**src/rtl/vai_mmio_initiator.sv**
```systemverilog
`default_nettype none
// ============================================================================
// Module   : vai_mmio_initiator
// Purpose  : cmd/rsp -> CCI-P c0 MMIO requester with c2 tid matching, read
//            timeout and stray-response counting. VAI_MMIO_INIT_LATMAX_EN
//            enables max matched-read latency tracking on lat_max_o.
// Revision : 1.0  initial release
// ============================================================================
module vai_mmio_initiator #(
    parameter int TID_WIDTH      = 9,
    parameter int ADDR_WIDTH     = 16,
    parameter int TIMEOUT_CYCLES = 1024,
    parameter int WR_SETTLE      = 4
) (
    input  logic                  clk,
    input  logic                  reset,
    input  logic                  cmd_valid_i,
    output logic                  cmd_ready_o,
    input  logic                  cmd_write_i,
    input  logic [ADDR_WIDTH-1:0] cmd_addr_i,
    input  logic [63:0]           cmd_wdata_i,
    output logic                  rsp_valid_o,
    output logic [63:0]           rsp_data_o,
    output logic                  rsp_timeout_o,
    output logic                  rsp_err_o,
    output logic                  mmio_wr_valid_o,
    output logic                  mmio_rd_valid_o,
    output logic [ADDR_WIDTH-1:0] mmio_addr_o,
    output logic [1:0]            mmio_length_o,
    output logic [TID_WIDTH-1:0]  mmio_tid_o,
    output logic [63:0]           mmio_data_o,
    input  logic                  c2_rd_valid_i,
    input  logic [TID_WIDTH-1:0]  c2_tid_i,
    input  logic [63:0]           c2_data_i,
    output logic [15:0]           stray_cnt_o,
    output logic [15:0]           lat_max_o
);

    localparam int TMR_W = $clog2(TIMEOUT_CYCLES + 1);
    localparam int SET_W = (WR_SETTLE > 1) ? $clog2(WR_SETTLE) : 1;
    localparam logic [TMR_W-1:0] TMR_LAST = TMR_W'(TIMEOUT_CYCLES);
    localparam logic [TMR_W-1:0] TMR_ONE  = TMR_W'(1);
    localparam logic [SET_W-1:0] SET_LAST = SET_W'(WR_SETTLE - 1);
    localparam logic [SET_W-1:0] SET_ONE  = SET_W'(1);

    typedef enum logic [1:0] {
        ST_IDLE   = 2'd0,
        ST_ISSUE  = 2'd1,
        ST_SETTLE = 2'd2,
        ST_WAIT   = 2'd3
    } state_t;

    state_t                state_q, state_d;
    logic [TID_WIDTH-1:0]  tid_q, tid_d;
    logic [TMR_W-1:0]      timer_q, timer_d;
    logic [SET_W-1:0]      settle_q, settle_d;
    logic                  write_q, write_d;
    logic [ADDR_WIDTH-1:0] addr_q, addr_d;
    logic [63:0]           wdata_q, wdata_d;
    logic                  rsp_valid_q, rsp_valid_d;
    logic [63:0]           rsp_data_q, rsp_data_d;
    logic                  rsp_timeout_q, rsp_timeout_d;
    logic                  rsp_err_q, rsp_err_d;
    logic [15:0]           stray_q, stray_d;

    logic w_cmd_ready;
    logic w_issue;
    logic w_match;
    logic w_stray;

    // The completion pulse lands while the FSM is already back in IDLE, so
    // it must also hold off the next command for that cycle.
    assign w_cmd_ready = (state_q == ST_IDLE) && !rsp_valid_q;
    assign w_issue     = (state_q == ST_ISSUE);
    assign w_match     = c2_rd_valid_i && (state_q == ST_WAIT) && (c2_tid_i == tid_q);
    assign w_stray     = c2_rd_valid_i && !w_match;

    always_comb begin
        state_d       = state_q;
        tid_d         = tid_q;
        timer_d       = timer_q;
        settle_d      = settle_q;
        write_d       = write_q;
        addr_d        = addr_q;
        wdata_d       = wdata_q;
        rsp_valid_d   = 1'b0;
        rsp_data_d    = 64'd0;
        rsp_timeout_d = 1'b0;
        rsp_err_d     = 1'b0;
        stray_d       = stray_q;

        if (w_stray && (stray_q != 16'hFFFF)) begin
            stray_d = stray_q + 16'd1;
        end

        case (state_q)
            ST_IDLE: begin
                if (cmd_valid_i && w_cmd_ready) begin
                    if (cmd_addr_i[0]) begin
                        rsp_valid_d = 1'b1;
                        rsp_err_d   = 1'b1;
                    end else begin
                        write_d = cmd_write_i;
                        addr_d  = cmd_addr_i;
                        wdata_d = cmd_wdata_i;
                        state_d = ST_ISSUE;
                    end
                end
            end
            ST_ISSUE: begin
                if (write_q) begin
                    settle_d = '0;
                    state_d  = ST_SETTLE;
                end else begin
                    timer_d = TMR_ONE;
                    state_d = ST_WAIT;
                end
            end
            ST_SETTLE: begin
                if (settle_q == SET_LAST) begin
                    rsp_valid_d = 1'b1;
                    state_d     = ST_IDLE;
                end else begin
                    settle_d = settle_q + SET_ONE;
                end
            end
            ST_WAIT: begin
                // A match on the expiry cycle is still a good completion.
                if (w_match) begin
                    rsp_valid_d = 1'b1;
                    rsp_data_d  = c2_data_i;
                    tid_d       = tid_q + TID_WIDTH'(1);
                    timer_d     = '0;
                    state_d     = ST_IDLE;
                end else if (timer_q == TMR_LAST) begin
                    rsp_valid_d   = 1'b1;
                    rsp_timeout_d = 1'b1;
                    rsp_data_d    = 64'hFFFF_FFFF_FFFF_FFFF;
                    tid_d         = tid_q + TID_WIDTH'(1);
                    timer_d       = '0;
                    state_d       = ST_IDLE;
                end else begin
                    timer_d = timer_q + TMR_ONE;
                end
            end
            default: state_d = ST_IDLE;
        endcase
    end

    always_ff @(posedge clk) begin
        if (reset) begin
            state_q       <= ST_IDLE;
            tid_q         <= '0;
            timer_q       <= '0;
            settle_q      <= '0;
            write_q       <= 1'b0;
            addr_q        <= '0;
            wdata_q       <= 64'd0;
            rsp_valid_q   <= 1'b0;
            rsp_data_q    <= 64'd0;
            rsp_timeout_q <= 1'b0;
            rsp_err_q     <= 1'b0;
            stray_q       <= 16'd0;
        end else begin
            state_q       <= state_d;
            tid_q         <= tid_d;
            timer_q       <= timer_d;
            settle_q      <= settle_d;
            write_q       <= write_d;
            addr_q        <= addr_d;
            wdata_q       <= wdata_d;
            rsp_valid_q   <= rsp_valid_d;
            rsp_data_q    <= rsp_data_d;
            rsp_timeout_q <= rsp_timeout_d;
            rsp_err_q     <= rsp_err_d;
            stray_q       <= stray_d;
        end
    end

`ifdef VAI_MMIO_INIT_LATMAX_EN
    logic [15:0] lat_max_q;
    logic [31:0] w_lat32;
    logic [15:0] w_lat16;

    // timer_q equals cycles elapsed since the issue cycle while waiting.
    assign w_lat32 = 32'(timer_q);
    assign w_lat16 = (w_lat32 > 32'h0000_FFFF) ? 16'hFFFF : w_lat32[15:0];

    always_ff @(posedge clk) begin
        if (reset) begin
            lat_max_q <= 16'd0;
        end else if (w_match && (w_lat16 > lat_max_q)) begin
            lat_max_q <= w_lat16;
        end
    end

    assign lat_max_o = lat_max_q;
`else
    assign lat_max_o = 16'd0;
`endif

    assign cmd_ready_o     = w_cmd_ready;
    assign rsp_valid_o     = rsp_valid_q;
    assign rsp_data_o      = rsp_data_q;
    assign rsp_timeout_o   = rsp_timeout_q;
    assign rsp_err_o       = rsp_err_q;
    assign mmio_wr_valid_o = w_issue && write_q;
    assign mmio_rd_valid_o = w_issue && !write_q;
    assign mmio_addr_o     = w_issue ? addr_q : '0;
    assign mmio_length_o   = 2'b01;
    assign mmio_tid_o      = (w_issue && !write_q) ? tid_q : '0;
    assign mmio_data_o     = (w_issue && write_q) ? wdata_q : 64'd0;
    assign stray_cnt_o     = stray_q;

endmodule
`default_nettype wire

```
**config.mk**
```make
export PLATFORM = sky130hd
export DESIGN_NAME = vai_mmio_initiator
export DESIGN_NICKNAME = d
export VERILOG_FILES = /design/src/rtl/vai_mmio_initiator.sv
export SDC_FILE = /design/constraint.sdc
export NUM_CORES = 1
export LEC_CHECK = 0
export ABC_AREA = 1
export CAP_MARGIN = 25
export CORE_MARGIN = 2
export CORE_UTILIZATION = 42
export CTS_CLUSTER_SIZE = 40
export DETAILED_ROUTE_END_ITERATION = 10
export PLACE_DENSITY_LB_ADDON = 0.3
export RECOVER_POWER = 100
export SLEW_MARGIN = 25
export SYNTH_ARGS = -nofsm -noshare
export SYNTH_HDL_FRONTEND = slang
export SYNTH_SLANG_ARGS = --single-unit
```
**constraint.sdc**
```tcl
create_clock -name clk -period 2.1 [get_ports clk]
set_input_delay 0.42 -clock clk [delete_from_list [all_inputs] [get_ports clk]]
set_output_delay 0.42 -clock clk [all_outputs]
set_load 0.02 [all_outputs]
```
[Yosys cells after proc, flatten, opt, wreduce, memory -nomap -nowiden]
Cells that the tools add are included.
Storage, ports and cells
  bits in registers: 187
Cells by class
  bitwise operators: 3
  eq/ne operators: 14
  reductions and logical operators: 23
  muxes and demuxes: 27
  $add $sub $neg: 4
Operators by type and width (number)
  2-to-1 mux 64 bit: 3
  2-to-1 mux 11 bit: 3
  2-to-1 mux 9 bit: 3
  one-hot mux 11 bit (2 select lines): 1
  adder 16 x 1 -> 16 bit (second input constant): 1
  2-to-1 mux 16 bit: 1
  != test 16 bit (second input constant): 1
  2-to-1 mux 2 bit: 7
  adder 11 x 1 -> 11 bit (second input constant): 1
  == test 11 bit (second input constant): 1
  != test 2 bit (second input constant): 5
  adder 9 x 1 -> 9 bit (second input constant): 1
  == test 9 bit: 1
  logical AND 1 bit: 8
  one-hot mux 2 bit (4 select lines): 1
  == test 2 bit (second input constant): 3
  2-to-1 mux 1 bit: 6
  AND reduction 3 bit: 2
  nonzero test 2 bit: 3
  one-hot mux 2 bit (2 select lines): 1
  AND reduction 2 bit: 2
  AND reduction 4 bit: 1
  OR reduction 2 bit: 2
  logical NOT 1 bit: 3
  other kinds (8): 10

[Longest topological paths before layout]
  depth after elaboration: 6
  depth in mapped cells: 12
  mapped depth without buffers: 12

[Worst setup path before layout]
Ideal clock, no wire load.
  path kind: reg-to-output
  start point: register state_q[0]
  end point: output mmio_data_o[23]
  path slack: -0.058 ns
  cell stages (with the launch flop): 9
  buffers on the path: 2
  required time: 1.680 ns
  arrival time: 1.738 ns
  path through: dfxtp_1 > inv_1 > nor2_1 > inv_2 > nor2_1 > inv_2 > clkbuf_1 > clkbuf_1 > nor2_1
Between the ends
  word-level cells in the longest chain between the ends: 3
Ends and longest elaborated chain
  start: declaration: RTL line 53  | state_t state_q, state_d;
  start signal: assignment: RTL line 165  | state_q <= state_d;
  == test 2 x 1 -> 1 bit: RTL line 74  | assign w_issue = (state_q == ST_ISSUE);
  logical AND 1 bit
  net mmio_wr_valid_o: RTL line 26  | output logic mmio_wr_valid_o,
  2-to-1 mux 64 bit: RTL line 212  | assign mmio_data_o = (w_issue && write_q) ? wdata_q : 64'd0;
  end: declaration: RTL line 31  | output logic [63:0] mmio_data_o,
The timed path passes the listed nets, and every way through them passes these cells.

[Worst setup path after layout]
  start point: register state_q[0]
  end point: output mmio_data_o[14]
Between the ends
  word-level cells in the longest chain between the ends: 3
Ends and longest elaborated chain (RTL line)
  == test 2 x 1 -> 1 bit: 74
  logical AND 1 bit: 212
  2-to-1 mux 64 bit: 212
Every way passes these cells.

==> flow_metrics.tcl <==
set metrics [dict create \
    vdd_drop_max_mv 0.552 \
    num-nets-final 1573 \
    cts_tree "done" \
    io_pins 351 \
    gp_congestion 0.870 \
    synth.area.top_cells "dfxtp_1, nor2_1, a21oi_1" \
    num_antenna_cells 0 \
    area_growth_pct 50.2 \
    syn_inst 1087 \
    cts_buffer_depth 2 \
    layout-drive-gt1-share 0.143 \
    antenna_left 0 \
    syn_area_per_cell_sq_um 7.30 \
    cp.required_ns 1.68 \
    track_usage 0.218 \
    r2r_cells 9 \
    grt_max_degree 66 \
    clk_latency_ns 0.43 \
    ys_ff_latch 187 \
    finalCritPeriodShare 0.964 \
    wl_per_cell_um 13.9 \
    grt_pass1_wl_um 35300 \
    yosys.area.top_type "dfxtp_1" \
    outcome "finished clean" \
    firstDrtPassIters 4 \
    crit_arrival_ns 1.60 \
    die_area_sq_um 20000 \
    min_path_cells 2 \
    io_buffer_count 331 \
    cts.clk_slew.worst_paths_ns 0.06 \
    grt-ovfl-total 0 \
    ys_warn_count 0 \
    die_w_um 141 \
    totalWireLength_um 23000 \
    synth_cell_types 33 \
    fin_cells 1657 \
    cts-hold-fix-buffers 0 \
    synth_compound_area_frac 0.126 \
    min_period_ns 2.02 \
    std_cell_rows 50 \
    initial_core_util 0.426 \
    routed_via_density 4.69 \
    stdcell_area_sq_um 11900 \
    fin_worst_skew_ns 0.0133 \
    synth_xor_area_frac 0.0221 \
    cts_sinks 187 \
    synth-simple-area-share 0.248 \
    fin_tns_setup_ns 0 \
    dp_hpwl_um 16600 \
    drc 0 \
    synthMuxAreaShare 0.00126 \
    cts_made_buffers 17 \
    drv_slew 0 \
    rsz0062_at_grt "true" \
    hp-class "flop to flop" \
    start_kind "flop" \
    synth_top_area_frac 0.472 \
    fillers 1638 \
    cts_setup_buffers 0 \
    grt_pass1_vias 7213 \
    place_area_sq_um 11500 \
    coreArea_sq_um 18600 \
    leakagePower_nw 4.97 \
    setup_violations 0 \
    synth_top_family_by_area "simple AND/OR/NAND/NOR gates" \
    num_vias 7778 \
    h-tree-depth 4 \
    syn_area_sq_um 7940 \
    maxCapViolations 0 \
    hold_viol_final 0 \
    crit_path_end_kind "output pin" \
    fmax_mhz 494 \
    crit_type "flop to output pin" \
    dieHeight_um 141 \
    yosysSeqAreaShare 0.472 \
    crit_fanout 21 \
    antenna_found_initial 0 \
    clockRootBuffer "clkbuf_16" \
    synthAdderAreaFrac 0.00788 \
    drt_iter0_markers 368 \
    place_inst 1623 \
    cellPowerDensity_nw_per_um2 772 \
]
[what timing repair did]
action,4_1_cts,5_1_grt
endpoints found under the setup margin,91,93
gates resized for setup,310,74
gates cloned,0,2
[synth_stat cells]
cell	instances
clkinv_1	2
clkbuf_1	36
clkinv_2	1
conb_1	2
nor3_1	22
nand2_2	5
nor2_2	32
o21ai_0	89
inv_2	6
o21ai_1	1
buf_2	13
nor4_1	5
nor2_1	227
nand4_1	22
xor2_1	18
inv_1	132
nand3_1	28
buf_6	8
ha_1	5
nor3_2	1
buf_4	20
nand3_4	1
nand3_2	2
and2_1	2
buf_1	1
mux2i_1	1
a21oi_1	105
o31ai_1	1
nand2_1	108
xnor2_1	2
a31oi_1	1
dfxtp_1	187
a21boi_1	1
[final timing paths]
path	endpoint	slack, ns	start
worst max-delay path	mmio_data_o[14]	0.08	state_q[0]
worst min-delay path	wdata_q[1]	0.45	wdata_q[1]
worst max register to register	stray_cnt_o[15]	0.23	stray_cnt_o[0]
worst min register to register	wdata_q[1]	0.45	wdata_q[1]
[cells in the final DEF, fill, tap and decap left out, types with 9 or more instances in the layout]
master	count
xor2_1	18
o21ai_0	89
clkbuf_2	14
nor2_1	215
conb_1	19
nand2_1	108
nand4_1	22
nor3_1	22
nand3_1	28
buf_12	9
buf_2	19
nor2_2	42
a21oi_1	105
buf_4	67
inv_1	131
dfxtp_1	186
clkdlybuf4s50_1	240
clkbuf_16	18
[report_power, final]
group | switching, mW | total, mW | internal, mW | leakage (nW)
clock network | 1.41 | 3.30 | 1.89 | 0.286
registers | 0.108 | 4.01 | 3.91 | 1.52
logic | 1.10 | 1.89 | 0.791 | 3.17
total | 2.61 | 9.20 | 6.59 | 4.97
[routing by layer]
layer	GRT usage	routed length (um)	vias up
met2	0.380	11100	274
met1	0.253	9530	3443
met4	0.0721	445	0
li1	-	-	4026
met3	0.0715	1830	35
met5	0	0	-
[per-stage QoR]
| stage | hold slack [ns] | util | worst slack, ns | power, mW |
|---|---|---|---|---|
| after floorplan | 0.430 | - | 0.0647 | 5.17 |
| after global placement | 0.437 | 0.618 | -0.150 | 5.92 |
| after detailed placement | 0.442 | 0.618 | -0.164 | 5.97 |
| after CTS | 0.453 | 0.635 | -0.00197 | 9.24 |
| after global routing | 0.465 | 0.640 | -0.0295 | 9.67 |
| final | 0.450 | 0.640 | 0.0760 | 9.20 |
[kinds of logic (layout without fill, tap and decap cells)]
family,Yosys count,count (layout)
fa+ha+maj,5,5
buf+inv,219,538
simple gates,455,455
xor+xnor,20,20
compound gates,198,198
other cells,2,19
flops,187,187
mux,1,1
[cell type report]
type / count / area, sq um / share of cell area
multi-input combinational: 698 / 3320 / 0.279
clock buffer: 20 / 437 / 0.0366
tap: 234 / 293 / 0.0246
sequential: 187 / 3740 / 0.314
inverter: 141 / 541 / 0.0453
timing repair buffer: 365 / 3420 / 0.287
clock inverter: 12 / 163 / 0.0136
[critical path, stage by stage (launching register included)]
cell and delay [ns]:
dfxtp_2 0.33, inv_2 0.05, nor2_4 0.10, inv_2 0.06
nor2_4 0.13, inv_6 0.08, buf_12 0.16, nor2_1 0.11
buf_4 0.15
[sequential cells by signal, indices dropped and copies added, names as in the netlist]
| name | flops |
|---|---|
| addr_q | 15 |
| rsp_data_o | 64 |
| rsp_err_o | 1 |
| rsp_timeout_o | 1 |
| rsp_valid_o | 1 |
| settle_q | 2 |
| state_q | 2 |
| stray_cnt_o | 16 |
| tid_q | 9 |
| timer_q | 11 |
| wdata_q | 64 |
| write_q | 1 |
No activity file was read; power rests on OpenSTA's default activity.
